==> src/rtl/alu_writeback_if.sv <==
// Handshake and register-file write bundle between the ALU issue side and the writeback stage.
interface alu_writeback_if #(
  parameter int unsigned DATA_W = 16,
  parameter int unsigned REG_AW = 3
);
  localparam int unsigned FLAG_W = 6;

  logic                  in_valid;
  logic                  in_ready;
  logic [2*DATA_W-1:0]   in_result;
  logic                  in_wide;
  logic                  in_wen;
  logic [REG_AW-1:0]     in_rd;
  logic [FLAG_W-1:0]     in_flags;
  logic                  in_flag_we;
  logic                  rf_we;
  logic [REG_AW-1:0]     rf_waddr;
  logic [DATA_W-1:0]     rf_wdata;
  logic [FLAG_W-1:0]     status;
  logic                  retire;

  // Upstream/observer side.
  modport master (
    output in_valid, in_result, in_wide, in_wen, in_rd, in_flags, in_flag_we,
    input  in_ready, rf_we, rf_waddr, rf_wdata, status, retire
  );

  // Writeback stage side.
  modport slave (
    input  in_valid, in_result, in_wide, in_wen, in_rd, in_flags, in_flag_we,
    output in_ready, rf_we, rf_waddr, rf_wdata, status, retire
  );
endinterface

==> src/rtl/alu_writeback.sv <==
// ALU writeback stage: one register-file write per narrow result, two for a wide product,
// plus the architectural status register.
module alu_writeback #(
  parameter int unsigned DATA_W = 16,
  parameter int unsigned REG_AW = 3
) (
  input  logic              clk,
  input  logic              rst,
  alu_writeback_if.slave    bus
);
  localparam int unsigned FLAG_W = 6;
  localparam int unsigned RES_W  = 2 * DATA_W;

  typedef enum logic [1:0] {IDLE, WR_LO, WR_HI} state_t;

  state_t              state;
  logic [RES_W-1:0]    result_q;
  logic                wide_q;
  logic                wen_q;
  logic [REG_AW-1:0]   rd_q;
  logic [FLAG_W-1:0]   status_q;
  logic                ready;
  logic                fire;

  // Ready depends only on state; it drops only while a wide low half is being written.
  assign ready = !rst && !((state == WR_LO) && wide_q);
  assign fire  = bus.in_valid && ready;

  assign bus.in_ready = ready;
  assign bus.status   = status_q;

  // State, holding register and status register.
  always_ff @(posedge clk) begin
    if (rst) begin
      state    <= IDLE;
      result_q <= '0;
      wide_q   <= 1'b0;
      wen_q    <= 1'b0;
      rd_q     <= '0;
      status_q <= '0;
    end else begin
      if (fire) begin
        result_q <= bus.in_result;
        wide_q   <= bus.in_wide && bus.in_wen;
        wen_q    <= bus.in_wen;
        rd_q     <= bus.in_rd;
        if (bus.in_flag_we) begin
          status_q <= bus.in_flags;
        end
      end
      case (state)
        IDLE:    state <= fire ? WR_LO : IDLE;
        WR_LO:   state <= wide_q ? WR_HI : (fire ? WR_LO : IDLE);
        WR_HI:   state <= fire ? WR_LO : IDLE;
        default: state <= IDLE;
      endcase
    end
  end

  // Write-port decode from state and holding register; reset suppresses any pending write.
  always_comb begin
    bus.rf_we    = 1'b0;
    bus.retire   = 1'b0;
    bus.rf_waddr = rd_q;
    bus.rf_wdata = result_q[DATA_W-1:0];
    if (rst) begin
      bus.rf_waddr = '0;
      bus.rf_wdata = '0;
    end else begin
      case (state)
        WR_LO: begin
          bus.rf_we  = wen_q;
          bus.retire = !wide_q;
        end
        WR_HI: begin
          bus.rf_we    = 1'b1;
          bus.rf_waddr = rd_q + REG_AW'(1);
          bus.rf_wdata = result_q[RES_W-1:DATA_W];
          bus.retire   = 1'b1;
        end
        default: begin
          bus.rf_we  = 1'b0;
          bus.retire = 1'b0;
        end
      endcase
    end
  end
endmodule

==> src/flat_wrapper.sv <==
// flat-port wrapper written by rule: the top's interface ports become plain ports
module alu_writeback_flat 
#(
  parameter int unsigned DATA_W = 16,
  parameter int unsigned REG_AW = 3
)
  (clk, rst, bus_in_valid, bus_in_result, bus_in_wide, bus_in_wen, bus_in_rd, bus_in_flags, bus_in_flag_we, bus_in_ready, bus_rf_we, bus_rf_waddr, bus_rf_wdata, bus_status, bus_retire);
  alu_writeback_if #(.DATA_W(DATA_W), .REG_AW(REG_AW)) bus_i ();
  input  logic clk;
  input  logic rst;
  input wire logic [$bits(bus_i.in_valid)-1:0] bus_in_valid;
  input wire logic [$bits(bus_i.in_result)-1:0] bus_in_result;
  input wire logic [$bits(bus_i.in_wide)-1:0] bus_in_wide;
  input wire logic [$bits(bus_i.in_wen)-1:0] bus_in_wen;
  input wire logic [$bits(bus_i.in_rd)-1:0] bus_in_rd;
  input wire logic [$bits(bus_i.in_flags)-1:0] bus_in_flags;
  input wire logic [$bits(bus_i.in_flag_we)-1:0] bus_in_flag_we;
  output wire logic [$bits(bus_i.in_ready)-1:0] bus_in_ready;
  output wire logic [$bits(bus_i.rf_we)-1:0] bus_rf_we;
  output wire logic [$bits(bus_i.rf_waddr)-1:0] bus_rf_waddr;
  output wire logic [$bits(bus_i.rf_wdata)-1:0] bus_rf_wdata;
  output wire logic [$bits(bus_i.status)-1:0] bus_status;
  output wire logic [$bits(bus_i.retire)-1:0] bus_retire;
  assign bus_i.in_valid = bus_in_valid;
  assign bus_i.in_result = bus_in_result;
  assign bus_i.in_wide = bus_in_wide;
  assign bus_i.in_wen = bus_in_wen;
  assign bus_i.in_rd = bus_in_rd;
  assign bus_i.in_flags = bus_in_flags;
  assign bus_i.in_flag_we = bus_in_flag_we;
  assign bus_in_ready = bus_i.in_ready;
  assign bus_rf_we = bus_i.rf_we;
  assign bus_rf_waddr = bus_i.rf_waddr;
  assign bus_rf_wdata = bus_i.rf_wdata;
  assign bus_status = bus_i.status;
  assign bus_retire = bus_i.retire;
  alu_writeback #(.DATA_W(DATA_W), .REG_AW(REG_AW)) u_core (.clk(clk), .rst(rst), .bus(bus_i));
endmodule
==> config.mk <==
export PLATFORM = sky130hd
export DESIGN_NAME = alu_writeback_flat
export DESIGN_NICKNAME = d
export VERILOG_FILES = /design/src/rtl/alu_writeback_if.sv /design/src/rtl/alu_writeback.sv /design/src/flat_wrapper.sv
export SDC_FILE = /design/constraint.sdc
export NUM_CORES = 1
export LEC_CHECK = 0
export BUFFER_PORTS_ARGS = -buffer_cell sky130_fd_sc_hd__buf_2
export CORE_MARGIN = 5
export CORE_UTILIZATION = 30
export DETAILED_ROUTE_END_ITERATION = 16
export GPL_TIMING_DRIVEN = 0
export HOLD_SLACK_MARGIN = 0.12
export PLACE_DENSITY = 0.53
export SLEW_MARGIN = 20
export SYNTH_ARGS = -nofsm -noshare
export SYNTH_HDL_FRONTEND = slang
export SYNTH_SLANG_ARGS = --single-unit
==> constraint.sdc <==
create_clock -name clk -period 4.45 [get_ports clk]
set_clock_uncertainty 0.1 [all_clocks]
set_input_delay 1.335 -clock clk [delete_from_list [all_inputs] [get_ports clk]]
set_output_delay 1.335 -clock clk [all_outputs]
set_load 0.005 [all_outputs]
======== After elaboration in Yosys (flattened, before gate mapping) ========
Index checks and enable logic that the tools add are counted.
storage, ports and cells
  logic and storage cells ................. 30
  RAM bits ................................ 0
  ROM bits ................................ 0
  flip-flop bits (word level) ............. 45
  bits of input ports ..................... 47
  memories ................................ 0
  latch bits .............................. 0
  output and inout bits ................... 28
operators by class
  mux-type cells .......................... 11
  eq/ne operators ......................... 2
  reduce and logical (&&, ||, !) cells .... 10
  magnitude comparators ................... 0
  shift operators ......................... 0
  add/subtract/negate cells ............... 1
  divide/modulo/power cells ............... 0
  bitwise gates (word level) .............. 0
  multipliers ............................. 0
operators with widths
  cell                                           count
  2-to-1 mux 16 bit                              2
  2-to-1 mux 3 bit                               2
  logical AND 1 bit                              4
  case mux 1 bit (2 select lines)                2
  case mux 2 bit (2 select lines)                1
  adder 3 x 1 -> 3 bit, second input constant    1
  logical NOT 1 bit                              3
  2-to-1 mux 1 bit                               3
  == test 2 x 1 -> 1 bit, second input constant  1
  == test 2 bit, second input constant           1
  logical NOT 2 bit                              1
  2-to-1 mux 2 bit                               1
  AND reduction 2 bit                            1
  OR reduction 2 bit                             1

======== Longest topological paths before layout ========
  depth after elaboration ................. 8
  depth in mapped cells ................... 8
  mapped depth without buffers ............ 6

======== Worst setup path after synthesis ========
Ideal clock, no wire load.
  kind .................................... input to output
  from .................................... in rst
  to ...................................... out bus_rf_waddr[0]
  setup slack ............................. 1.100 ns
  stages .................................. 4
  arrival ................................. 1.915 ns
  path buffers ............................ 3
  data required time ...................... 3.015 ns
  cell sequence ........................... buf_2 > buf_2 > buf_2 > nor2_1
on the way
  longest elaborated chain between the ends .. 1
RTL lines
  item                RTL line             text
  start: declaration  flat_wrapper.sv:10   input logic rst;
  2-to-1 mux 3 bit    alu_writeback.sv:66  if (rst) begin
  end: declaration    flat_wrapper.sv:20   output wire logic [$bits(bus_i.rf_waddr)-1:0] bus_rf_waddr;
Every way passes these cells.

======== Worst setup path in the final report ========
  from .................................... in rst
  to ...................................... out bus_rf_wdata[7]
on the way
  longest elaborated chain between the ends .. 1
RTL lines
  item               RTL line             text
  2-to-1 mux 16 bit  alu_writeback.sv:66
  end: declaration   flat_wrapper.sv:21   output wire logic [$bits(bus_i.rf_wdata)-1:0] bus_rf_wdata;
Every way passes these cells.

==> metrics.yaml <==
synth:
  synth.avg_cell_area_um2: 9.06
  yosysSeqAreaShare_pct: 38.7
  netlist_area_um2: 2330
  synth-seq-cells: 45
  ys_types: 28
  synthesis.nets: 309
  synth_top_area_share_pct: 38.7
  synth_edf_count: 0
  synth_common_cells: "dfxtp_1, nand2b_1, nand3_1, nor2_1"
  yosysWarnings: 0
  synth_most_common_cell: "dfxtp_1"
  synth_top_cell_by_area: "dfxtp_1"
  ys_top_cells_by_area: "dfxtp_1, nand2b_1, mux2i_1"
  async_reset_ff_share_pct: 0
  ys.flop_type: "dfxtp_1"
  synth_cells: 257
clock_tree:
  postCtsResizedCells: 0
  clock-root-buffer: "clkbuf_8"
  cts_hold_buf: 0
  cts_tree: "done"
  cts.sinks: 45
  clk_latency_ns: 0.29
  cts_setup_buffers: 0
  clock_path_buffers: 2
  path_clk_slew_ns: 0.08
  htreeDepth: 2
  cts_buffers: 5
cells_and_area:
  fillers: 789
  diodes: 0
  area_growth_pct: 25.5
  final_cells: 440
  fin_nets: 389
  drive_gt1_share_pct: 39.3
  final_area_um2: 2920
sta:
  finalCritPeriodShare_pct: 86.4
  hold_viol: 0
  max_freq_mhz: 260
  slew_violations: 0
  worst_pin_slew_ns: 0.382
  setup_viol: 0
  fin_tns_setup_ns: 0
  slew-limit-headroom_pct: 74.5
  grt_setup_unrepaired: "false"
  min_period_ns: 3.85
placement:
  gp_congestion: 0.844
  hpwl_um: 4690
  place_area_um2: 2820
  dp.cells: 432
  io_buffers: 73
floorplan:
  die_area_um2: 9620
  core.rowCount: 32
  die_w_um: 98.1
  coreArea_um2: 7650
  start_util_pct: 30.4
  die_y_um: 98.1
  boundaryPins: 75
critical_path:
  cp.required_ns: 3.01
  worstSetupPathType: "input pin to output pin"
  arrival_ns: 2.41
  crit_path_start_kind: "input pin"
  crit_path_end_kind: "output pin"
  crit_fanout: 10
global_routing:
  grt_usage_pct: 13.5
  grt_pass1_vias: 2027
  grt_pass1_wl_um: 10500
  antenna_found_initial: 0
  overflow: 0
  grt_max_degree: 14
power:
  worst_ir_drop_vdd_uv: 106
  power_uw: 869
  p_per_area_nw_per_um2: 297
  p_leak_uw: 0.00122
routing:
  wl_per_cell_um: 14.6
  num_vias: 2025
  wl_um: 6440
  drcViolationCount: 0
  viasPerCell: 4.60
  antenna_left: 0
  firstDrtPassIters: 4
  first_iter_violations: 44
run:
  drv_cap: 0
worst_hold_path:
  hold_path.class: "flop to flop"
status:
  status: "complete, no violations"
layout by cell type, fill, tap and decap left out, types with 5 or more instances in the layout:
cell type	n
o21ai_2	11
ha_1	5
clkbuf_8	7
inv_1	10
nand2b_1	36
a311oi_1	6
nand3_2	10
o21ai_0	9
o21ai_1	17
a31o_2	6
mux2i_1	17
nor2_1	22
dfxtp_1	45
buf_2	83
nand3_1	26
state kept, by name, summed over array words and instances, names as in the netlist:
name	flops
u_core.bus.status	6
u_core.state	2
u_core.result_q	32
u_core.wen_q	1
u_core.wide_q	1
u_core.rd_q	3
area by class of cell:
class / instances / area (µm²) / share of cell area (%)
Tap cell: 102 / 128 / 4.37
Inverter: 12 / 47.5 / 1.63
Sequential cell: 45 / 901 / 30.8
Clock buffer: 7 / 96.3 / 3.30
Timing Repair Buffer: 73 / 365 / 12.5
Clock inverter: 1 / 5.00 / 0.171
Multi-Input combinational cell: 177 / 1190 / 40.9
Buffer: 23 / 185 / 6.34
through the flow:
step / worst slack (ns) / utilization [%] / hold WS [ns]
global route: 0.494 / 38.2 / 0.393
floorplan: 1.10 / - / 0.341
CTS: 0.568 / 38.2 / 0.373
detailed placement: 0.563 / 36.9 / 0.358
finish: 0.603 / 38.2 / 0.371
global placement: 0.565 / 36.9 / 0.351
where the power goes:
| group | switching (µW) | internal (µW) | total [µW] |
|---|---|---|---|
| Clock | 144 | 141 | 284 |
| Combinational | 72.6 | 67.6 | 140 |
| Sequential | 15.4 | 429 | 445 |
| Total | 232 | 638 | 869 |
worst paths after layout:
kind,slack [ns],from,to,depth (start not counted)
setup / recovery,0.60,rst,bus_rf_wdata[7],6
hold / removal,0.37,u_core.result_q[7],u_core.result_q[7],2
setup reg to reg,2.84,u_core.state[1],u_core.result_q[27],6
hold reg to reg,0.37,u_core.result_q[7],u_core.result_q[7],2
worst max-delay path, stage by stage:
cell and delay, ns:
buf_2 0.10, buf_2 0.19, buf_2 0.25, buf_2 0.29
nor2_1 0.10, buf_2 0.13
routing by layer:
metal | GRT usage [%] | vias to the layer above | share of wire (%)
met5 | 0 | - | 0
met4 | 4.05 | 0 | 1.2
met3 | 2.93 | 5 | 4.3
met2 | 21.2 | 46 | 45
met1 | 18.7 | 937 | 49
li1 | - | 1037 | -
cell families (layout without fill, tap and decap cells):
| group | Yosys count | after routing | share of synthesized area (%) |
|---|---|---|---|
| compound gates | 55 | 55 | 16.4 |
| xor+xnor | 2 | 2 | 0.752 |
| fa+ha+maj | 5 | 5 | 2.69 |
| buf+inv | 35 | 116 | 9.99 |
| flops | 45 | 45 | 38.7 |
| mux | 17 | 17 | 7.31 |
| simple gates | 98 | 98 | 24.2 |
Note: power is estimated with default switching activity, not from simulation.
